$ cat src/rtl/pc_seq_pkg.sv
// Shared encodings for the fetch-stage PC sequencer: decoded ops, FSM states
// and fault codes.
package pc_seq_pkg;

    localparam int PC_W = 16;

    typedef enum logic [2:0] {
        OP_SEQ  = 3'd0,
        OP_JMP  = 3'd1,
        OP_BRZ  = 3'd2,
        OP_CALL = 3'd3,
        OP_RET  = 3'd4,
        OP_HALT = 3'd5
    } op_e;

    typedef enum logic [2:0] {
        BOOT,
        RUN,
        BUBBLE,
        HALT,
        FAULT
    } state_e;

    typedef enum logic [1:0] {
        FC_NONE      = 2'd0,
        FC_OVERFLOW  = 2'd1,
        FC_UNDERFLOW = 2'd2
    } fault_e;

endpackage

$ cat src/rtl/pc_sequencer_if.sv
// Decoder/fetch-side bundle of the PC sequencer. The master drives the decoded
// op and control inputs; the slave (the sequencer) returns the fetch address
// and status.
interface pc_sequencer_if #(
    parameter int RS_DEPTH = 8
);
    localparam int DEPTH_W = $clog2(RS_DEPTH) + 1;

    logic [15:0]        pc_reset_address;
    logic               stall;
    logic               op_valid;
    logic [2:0]         op;
    logic [15:0]        target;
    logic               cond;
    logic               resume;

    logic [15:0]        pc;
    logic               fetch_valid;
    logic               halted;
    logic               fault;
    logic [1:0]         fault_code;
    logic [DEPTH_W-1:0] rs_depth;

    modport master (
        output pc_reset_address, stall, op_valid, op, target, cond, resume,
        input  pc, fetch_valid, halted, fault, fault_code, rs_depth
    );

    modport slave (
        input  pc_reset_address, stall, op_valid, op, target, cond, resume,
        output pc, fetch_valid, halted, fault, fault_code, rs_depth
    );

endinterface

$ cat src/rtl/return_stack.sv
// Hardware return-address stack: register array plus occupancy counter.
// rdata always shows the top entry; push when full and pop when empty are ignored.
module return_stack #(
    parameter int RS_DEPTH = 8,
    parameter int DATA_W   = 16
) (
    input  logic                      clk,
    input  logic                      reset,
    input  logic                      push,
    input  logic                      pop,
    input  logic [DATA_W-1:0]         wdata,
    output logic [DATA_W-1:0]         rdata,
    output logic [$clog2(RS_DEPTH):0] depth,
    output logic                      full,
    output logic                      empty
);
    localparam int AW = $clog2(RS_DEPTH);
    localparam int DW = AW + 1;

    logic [DATA_W-1:0] mem [RS_DEPTH];
    logic [AW-1:0]     wr_idx;
    logic [AW-1:0]     top_idx;

    assign wr_idx  = depth[AW-1:0];
    assign top_idx = AW'(depth - DW'(1));
    assign full    = (depth == DW'(RS_DEPTH));
    assign empty   = (depth == '0);
    assign rdata   = mem[top_idx];

    // NOTE: sequential state is written with non-blocking assignments so every
    // flop samples pre-edge values regardless of process ordering.
    always_ff @(posedge clk) begin
        if (reset) begin
            depth <= '0;
        end else if (push && !full) begin
            depth <= depth + DW'(1);
        end else if (pop && !empty) begin
            depth <= depth - DW'(1);
        end
    end

    // NOTE: the entry array is deliberately not reset; depth alone defines
    // which entries are meaningful, and leaving it out keeps it a plain RAM.
    always_ff @(posedge clk) begin
        if (push && !full) begin
            mem[wr_idx] <= wdata;
        end
    end

endmodule

$ cat src/rtl/pc_sequencer.sv
// Fetch-stage PC sequencer: FSM, next-PC mux and PC register, with a
// return-address stack for CALL/RET and sticky stack-fault reporting.
module pc_sequencer
    import pc_seq_pkg::*;
#(
    parameter int RS_DEPTH = 8,
    parameter int PC_INC   = 1
) (
    input logic           clk,
    input logic           reset,
    pc_sequencer_if.slave bus
);
    localparam int DW = $clog2(RS_DEPTH) + 1;

    state_e            state, state_n;
    fault_e            fc_q, fc_n;
    logic [PC_W-1:0]   pc_q, pc_n, pc_inc;
    logic              fv_q, halted_q, fault_q;
    logic              push, pop;
    logic [PC_W-1:0]   rs_rdata;
    logic [DW-1:0]     rs_depth;
    logic              rs_full, rs_empty;

    // Wraps modulo 2^16; also serves as the CALL return address.
    assign pc_inc = pc_q + PC_W'(PC_INC);

    return_stack #(
        .RS_DEPTH (RS_DEPTH),
        .DATA_W   (PC_W)
    ) u_rs (
        .clk   (clk),
        .reset (reset),
        .push  (push),
        .pop   (pop),
        .wdata (pc_inc),
        .rdata (rs_rdata),
        .depth (rs_depth),
        .full  (rs_full),
        .empty (rs_empty)
    );

    // NOTE: every signal gets a default before any branch so no path leaves
    // it unassigned, which would infer a latch.
    always_comb begin
        state_n = state;
        pc_n    = pc_q;
        fc_n    = fc_q;
        push    = 1'b0;
        pop     = 1'b0;
        if (!bus.stall) begin
            unique case (state)
                BOOT:   state_n = RUN;
                BUBBLE: state_n = RUN;
                HALT:   if (bus.resume) state_n = RUN;
                FAULT:  ;
                RUN: begin
                    if (bus.op_valid) begin
                        case (op_e'(bus.op))
                            OP_JMP: begin
                                pc_n    = bus.target;
                                state_n = BUBBLE;
                            end
                            OP_BRZ: begin
                                if (bus.cond) begin
                                    pc_n    = bus.target;
                                    state_n = BUBBLE;
                                end else begin
                                    pc_n = pc_inc;
                                end
                            end
                            OP_CALL: begin
                                if (rs_full) begin
                                    fc_n    = FC_OVERFLOW;
                                    state_n = FAULT;
                                end else begin
                                    push    = 1'b1;
                                    pc_n    = bus.target;
                                    state_n = BUBBLE;
                                end
                            end
                            OP_RET: begin
                                if (rs_empty) begin
                                    fc_n    = FC_UNDERFLOW;
                                    state_n = FAULT;
                                end else begin
                                    pop     = 1'b1;
                                    pc_n    = rs_rdata;
                                    state_n = BUBBLE;
                                end
                            end
                            OP_HALT: begin
                                pc_n    = pc_inc;
                                state_n = HALT;
                            end
                            default: pc_n = pc_inc;
                        endcase
                    end
                end
                default: state_n = state;
            endcase
        end
    end

    // Status flags are registered from the next state so they line up with it.
    always_ff @(posedge clk) begin
        if (reset) begin
            state    <= BOOT;
            pc_q     <= bus.pc_reset_address;
            fc_q     <= FC_NONE;
            fv_q     <= 1'b0;
            halted_q <= 1'b0;
            fault_q  <= 1'b0;
        end else begin
            state    <= state_n;
            pc_q     <= pc_n;
            fc_q     <= fc_n;
            fv_q     <= (state_n == RUN);
            halted_q <= (state_n == HALT);
            fault_q  <= (state_n == FAULT);
        end
    end

    assign bus.pc          = pc_q;
    assign bus.fetch_valid = fv_q;
    assign bus.halted      = halted_q;
    assign bus.fault       = fault_q;
    assign bus.fault_code  = fc_q;
    assign bus.rs_depth    = rs_depth;

endmodule

$ cat src/flat_wrapper.sv
// flat-port wrapper written by rule: the top's interface ports become plain ports
module pc_sequencer_flat import pc_seq_pkg::*;
#(
    parameter int RS_DEPTH = 8,
    parameter int PC_INC   = 1
)
  (clk, reset, bus_pc_reset_address, bus_stall, bus_op_valid, bus_op, bus_target, bus_cond, bus_resume, bus_pc, bus_fetch_valid, bus_halted, bus_fault, bus_fault_code, bus_rs_depth);
  pc_sequencer_if #(.RS_DEPTH(RS_DEPTH)) bus_i ();
  input logic clk;
  input logic reset;
  input wire logic [$bits(bus_i.pc_reset_address)-1:0] bus_pc_reset_address;
  input wire logic [$bits(bus_i.stall)-1:0] bus_stall;
  input wire logic [$bits(bus_i.op_valid)-1:0] bus_op_valid;
  input wire logic [$bits(bus_i.op)-1:0] bus_op;
  input wire logic [$bits(bus_i.target)-1:0] bus_target;
  input wire logic [$bits(bus_i.cond)-1:0] bus_cond;
  input wire logic [$bits(bus_i.resume)-1:0] bus_resume;
  output wire logic [$bits(bus_i.pc)-1:0] bus_pc;
  output wire logic [$bits(bus_i.fetch_valid)-1:0] bus_fetch_valid;
  output wire logic [$bits(bus_i.halted)-1:0] bus_halted;
  output wire logic [$bits(bus_i.fault)-1:0] bus_fault;
  output wire logic [$bits(bus_i.fault_code)-1:0] bus_fault_code;
  output wire logic [$bits(bus_i.rs_depth)-1:0] bus_rs_depth;
  assign bus_i.pc_reset_address = bus_pc_reset_address;
  assign bus_i.stall = bus_stall;
  assign bus_i.op_valid = bus_op_valid;
  assign bus_i.op = bus_op;
  assign bus_i.target = bus_target;
  assign bus_i.cond = bus_cond;
  assign bus_i.resume = bus_resume;
  assign bus_pc = bus_i.pc;
  assign bus_fetch_valid = bus_i.fetch_valid;
  assign bus_halted = bus_i.halted;
  assign bus_fault = bus_i.fault;
  assign bus_fault_code = bus_i.fault_code;
  assign bus_rs_depth = bus_i.rs_depth;
  pc_sequencer #(.RS_DEPTH(RS_DEPTH), .PC_INC(PC_INC)) u_core (.clk(clk), .reset(reset), .bus(bus_i));
endmodule
$ cat config.mk
export PLATFORM = sky130hd
export DESIGN_NAME = pc_sequencer_flat
export DESIGN_NICKNAME = d
export VERILOG_FILES = /design/src/rtl/pc_seq_pkg.sv /design/src/rtl/pc_sequencer_if.sv /design/src/rtl/return_stack.sv /design/src/rtl/pc_sequencer.sv /design/src/flat_wrapper.sv
export SDC_FILE = /design/constraint.sdc
export NUM_CORES = 1
export LEC_CHECK = 0
export BUFFER_PORTS_ARGS = -buffer_cell sky130_fd_sc_hd__buf_4
export CAP_MARGIN = 20
export CORE_MARGIN = 1
export CORE_UTILIZATION = 40
export CTS_BUF_LIST = sky130_fd_sc_hd__clkbuf_4 sky130_fd_sc_hd__clkbuf_8
export DETAILED_ROUTE_END_ITERATION = 16
export GPL_TIMING_DRIVEN = 0
export PLACE_DENSITY_LB_ADDON = 0.1
export SLEW_MARGIN = 15
export SYNTH_ARGS = -nofsm -noshare
export SYNTH_HDL_FRONTEND = slang
export SYNTH_SLANG_ARGS = --single-unit
$ cat constraint.sdc
create_clock -name clk -period 4.8 [get_ports clk]
set_clock_uncertainty 0.05 [all_clocks]
set_input_delay 0.24 -clock clk [delete_from_list [all_inputs] [get_ports clk]]
set_output_delay 0.24 -clock clk [all_outputs]
set_load 0.1 [all_outputs]
# After elaboration in Yosys (flattened, before gate mapping)
# Memory sizes are Yosys's and may differ from the RTL's.
# Cells that the tools add are included.
# totals
reg_bits	28
mem_bits_rw	128
inputBits	41
out_inout_bits	25
elab_cells	75
n_memories	1
# classes
add_sub_neg	3
n_eq_ne	17
n_mux	33
n_bitwise	1
reduce_logical	13
# memory_table
memory	words	word_bits	read_ports	rd_ports_with_merged_regs	wr	line	source
u_core.u_rs.mem	8	16	1	0	1	return_stack.sv:20	logic [DATA_W-1:0] mem [RS_DEPTH];
# op_table
op	n
$mux W16	7
$pmux W16 S4	1
$mux W3	6
$add A16 B1 Y16 const B	1
$eq A3 B2 Y1 const B	5
$pmux W3 S5	1
$mux W1	12
$eq A3 B1 Y1 const B	3
$eq A3 B3 Y1 const B	3
$pmux W3 S3	1
$mux W4	2
$reduce_bool A2 Y1	4
$ne A2 B2 Y1 const B	3
$ne A3 B3 Y1 const B	2
$reduce_and A6 Y1	1
$reduce_and A5 Y1	1
$add A4 B1 Y4 const B	1
$eq A4 B4 Y1 const B	1
$logic_not A4 Y1	1
$mux W2	2
$pmux W2 S2	1
$sub A4 B1 Y4 const B	1
$logic_not A3 Y1	1
$logic_and A1 B1 Y1	2
3 further kinds	4

# Longest topological paths before layout
# depth
ltp_word	9
mapped_depth	10

# Hierarchy
# Synthesis repeated with hierarchy kept, for this count alone.
# unflattened
hier_cells	442
hier_area_um2	7105.6
# modules_own_cells
mod	instances	cells_per_inst	area_per_inst_um2	seq_area_each_um2
return_stack	1	243	5323.9	3923.8
pc_sequencer	1	199	1781.7	640.6

# Least setup slack after synthesis
# OpenSTA, ideal clock, no wires.
# synth_timing
path_type	flip-flop to flip-flop
start	register u_core.u_rs.depth[0]
end	memory u_core.u_rs.mem[0][0] (enable)
arrival_ps	3901
t_required_ps	4341
slack_ps	440
stages_incl_launch_ff	9
path_buffers	2
path_cell_list	dfxtp_1 -> buf_4 -> buf_4 -> clkinv_1 -> ha_1 -> nor2b_1 -> a21oi_1 -> nand3_1 -> nor3_1
# synth_between
elab_chain_cells	9
word_cells_on_any_way	10
cone_classes	eq/ne (1); mux (7); reduce/logical (2)
# synth_rtl
element	line	source
start: declaration	return_stack.sv:13	output logic [$clog2(RS_DEPTH):0] depth,
start signal: assignment	return_stack.sv:36	depth <= depth + DW'(1);
start signal: assignment	return_stack.sv:38	depth <= depth - DW'(1);
$eq A4 B4 Y1	return_stack.sv:26	assign full = (depth == DW'(RS_DEPTH));
$mux W1	pc_sequencer.sv:72	if (rs_full) begin
$mux W1	pc_sequencer.sv:58	case (op_e'(bus.op))
$mux W1	pc_sequencer.sv:57	if (bus.op_valid) begin
$mux W1	pc_sequencer.sv:51	unique case (state)
$mux W1	pc_sequencer.sv:50	if (!bus.stall) begin
$logic_and A1 B1 Y1	return_stack.sv:45	if (push && !full) begin
$mux W1	return_stack.sv:45	
$mux W1 (implied by the code)	return_stack.sv:46	mem[wr_idx] <= wdata;
end: declaration	return_stack.sv:20	
# Parallel ways exist; a longest one is shown, timed or not.

# Worst setup path after layout
# layout_timing
start	register u_core.u_rs.depth[0]
end	memory u_core.u_rs.mem[0][13] (enable)
# The elaborated chain is that of the path after synthesis.

==> reports/qor.csv <==
metric,value,unit
status,finished clean,
global-route wire length before repair,26100,um
WP data arrival,4.08,ns
Rows,47,
DRC Markers,0,
Worst-Skew Late Latency,0.45,ns
Post-CTS Hold Buffers,0,
WHS Path Cells,2,
Final Hold Fails,0,
Final Worst Setup Slack,0.822,ns
GRT Max-Usage Layer,met2,
GR met1 Demand/Resource,0.298,
Die Wd,132,um
Vias/cell,5.68,
Pleak,2.67,nW
drt pass-1 iters,5,
met2 Resource Use GR,0.322,
Synthesis Warnings,0,
die area,0.0175,mm^2
Layout area overhead,19.1,%
"antenna viol nets, final",0,
dominant synthesized flop cell,edfxtp_1,
dpl hpwl,11600,um
Rel. slew slack,0.416,
Buffers on Ports,64,
"Slew Viols, Final",0,
most frequent cells in the layout,"edfxtp_1, buf_4, nand2_1",
gr usage total,0.209,
total area of sequential cells,0.00456,mm^2
Worst Max-Slew Pin Slew,0.875,ns
Post-Syn Nets,478,
initial antenna violation count,0,
Placement Setup Slack,0.746,ns
ratio of cells with drive above 1 in the final layout,0.299,
power per cell area,359,mW/mm^2
Crit Path Max Fanout,10,
Syn Std Cell Area,0.00680,mm^2
fmax,0.251,GHz
number of cells on the worst reg-to-reg path,9,
vias in the first global route,4130,
First DRT Iteration DRCs,414,
largest net degree at the start of global routing,17,
Critical Path RT,4.90,ns
multi-input logic area,0.00216,mm^2
# clock sinks,156,
RR Startpoint,u_core.u_rs.depth[0]$_SDFFE_PP0P_,
Nets,568,
Reg2Reg Setup Slack,0.82,ns
total gr overflow,0,
ANT cells,0,
H-Tree Depth,4,
Clock Path Buffers,2,
part of the cycle the worst path needs,0.829,
main area contributors after synthesis,"edfxtp_1, mux4_2, dfxtp_1",
Detailed Route WL,17400,um
critical path class,flop to flop,
Hold Path End,u_core.bus.pc[2]$_DFFE_PP_,
Fill cells,1454,
core area,0.0166,mm^2
Initial Util,0.410,
RSZ-0062 raised after global routing,false,
total number of vias,4285,
Yosys reg bits,156,
CTS buffer count,17,
hold_sp,bus_pc_reset_address[2],
"area leader, netlist",edfxtp_1,
worst r2r dst,u_core.u_rs.mem[0][13]$_DFFE_PP_,
"commonest non-fill, non-tap cell in the layout",edfxtp_1,
Final Critical Period,3.98,ns
PostCTS Resize Cnt,0,
gpl congestion,0.770,
distinct cell type count after synthesis,52,
Avg Inst Size Synth,15.7,um^2
Worst VDD drop,0.159,mV
met3 Track Usage GR,0.0411,
"Clk pin slew, worst setup/hold paths",0.09,ns
async set-or-reset flop fraction in the synthesized netlist,0,
"EDFF count, synth",144,
CP startpoint kind,flop,
sequential fraction of the synthesis area,0.672,
CTS root buffer,clkbuf_8,
post-DR wirelength/cell,23.0,um
IO Pins,66,
endpoint class of the critical path,flop,
Yosys top cell area share,0.636,
maxcap violations,0,
Final Setup Violations,0,
Hold WC Path Type,primary input to flop,
CTS tree,built,
postcts setup bufs,0,
post-synthesis instance total,433,
Die H,132,um
Total Power,0.00290,W
sequential cells by signal, indices dropped and copies added, names as in the netlist:
signal,flops
u_core.bus.fault,1
u_core.bus.fault_code,2
u_core.bus.fetch_valid,1
u_core.bus.halted,1
u_core.bus.pc,16
u_core.state,3
u_core.u_rs.depth,4
u_core.u_rs.mem,128
where the power goes:
part	total [W]	switching (W)	internal, W
clock network	0.00105	0.000477	0.000571
logic	0.000301	0.000216	0.0000848
registers	0.00155	0.0000269	0.00153
total	0.00290	0.000721	0.00218
worst max path at each step:
stage,endpoint,cells past startpoint,startpoint
floorplan,u_core.u_rs.mem[0][0]$_DFFE_PP_,8,u_core.u_rs.depth[0]$_SDFFE_PP0P_
global placement,u_core.u_rs.mem[0][7]$_DFFE_PP_,8,u_core.u_rs.depth[0]$_SDFFE_PP0P_
detailed placement,u_core.bus.pc[11]$_DFFE_PP_,10,u_core.u_rs.depth[0]$_SDFFE_PP0P_
CTS,u_core.bus.pc[11]$_DFFE_PP_,10,u_core.u_rs.depth[0]$_SDFFE_PP0P_
global route,u_core.bus.pc[15]$_DFFE_PP_,10,u_core.u_rs.depth[0]$_SDFFE_PP0P_
finish,u_core.u_rs.mem[0][13]$_DFFE_PP_,9,u_core.u_rs.depth[0]$_SDFFE_PP0P_
final cells by class:
cell class	count	area share
Multi-Input combinational cell	250	0.267
Sequential cell	156	0.564
Clock inverter	12	0.0213
Clock buffer	19	0.0308
Timing Repair Buffer	71	0.0686
Tap cell	220	0.0340
Buffer	19	0.0102
Inverter	8	0.00371
stage by stage:
stage | hold slack, ns | cells | TNS (ns) | cell area [um^2] | utilization
2_1_floorplan | 0.411 | 433 | 0 | 6800 | -
3_3_place_gp | 0.427 | 717 | -23.13 | 7550 | 0.455
3_5_place_dp | 0.433 | 724 | 0 | 7670 | 0.463
4_1_cts | 0.0134 | 755 | 0 | 8090 | 0.488
5_1_grt | 0.0204 | 755 | 0 | 8090 | 0.488
6_report | 0.0472 | 755 | 0 | 8090 | 0.488
worst max-delay path, cell delays in order, from the launching register on:
cell      delay, ns
dfxtp_1        0.42
buf_4          0.25
buf_4          0.26
clkinv_1       0.39
ha_1           0.37
nor2b_1        0.19
a21oi_1        0.42
nand3_1        0.42
nor3_2         0.60
buf_4          0.29
logic make-up after synthesis:
group / count (synthesis) / share of synthesized area
flip-flops: 156 / 0.672
AND/OR/NAND/NOR: 110 / 0.0817
AO/OA/AOI/OAI: 68 / 0.0742
multiplexers: 50 / 0.124
buffers and inverters: 27 / 0.0166
XOR/XNOR: 18 / 0.0243
adder cells (fa/ha/maj): 4 / 0.00736
layer usage:
metal | vias up | share of wire
li1 | 1901 | -
met1 | 2209 | 0.45
met2 | 162 | 0.48
met3 | 13 | 0.062
met4 | 0 | 0.0088
met5 | - | 0
Yosys cell counts (3+ instances only):
cell type,n
a21oi_1,22
a221o_1,5
a221oi_1,9
a22oi_1,6
and3_1,3
and4_1,3
buf_2,3
clkbuf_1,13
dfxtp_1,12
edfxtp_1,144
ha_1,4
inv_1,7
mux2_2,7
mux2i_1,15
mux4_2,26
nand2_1,31
nand2b_1,3
nand3_1,9
nand4_1,6
nor2_1,22
nor2b_1,13
nor3_1,6
nor4_1,4
o211ai_1,6
o21ai_0,3
or2_2,3
xnor2_1,11
xor2_1,6
Note: power is estimated with default switching activity, not from simulation.
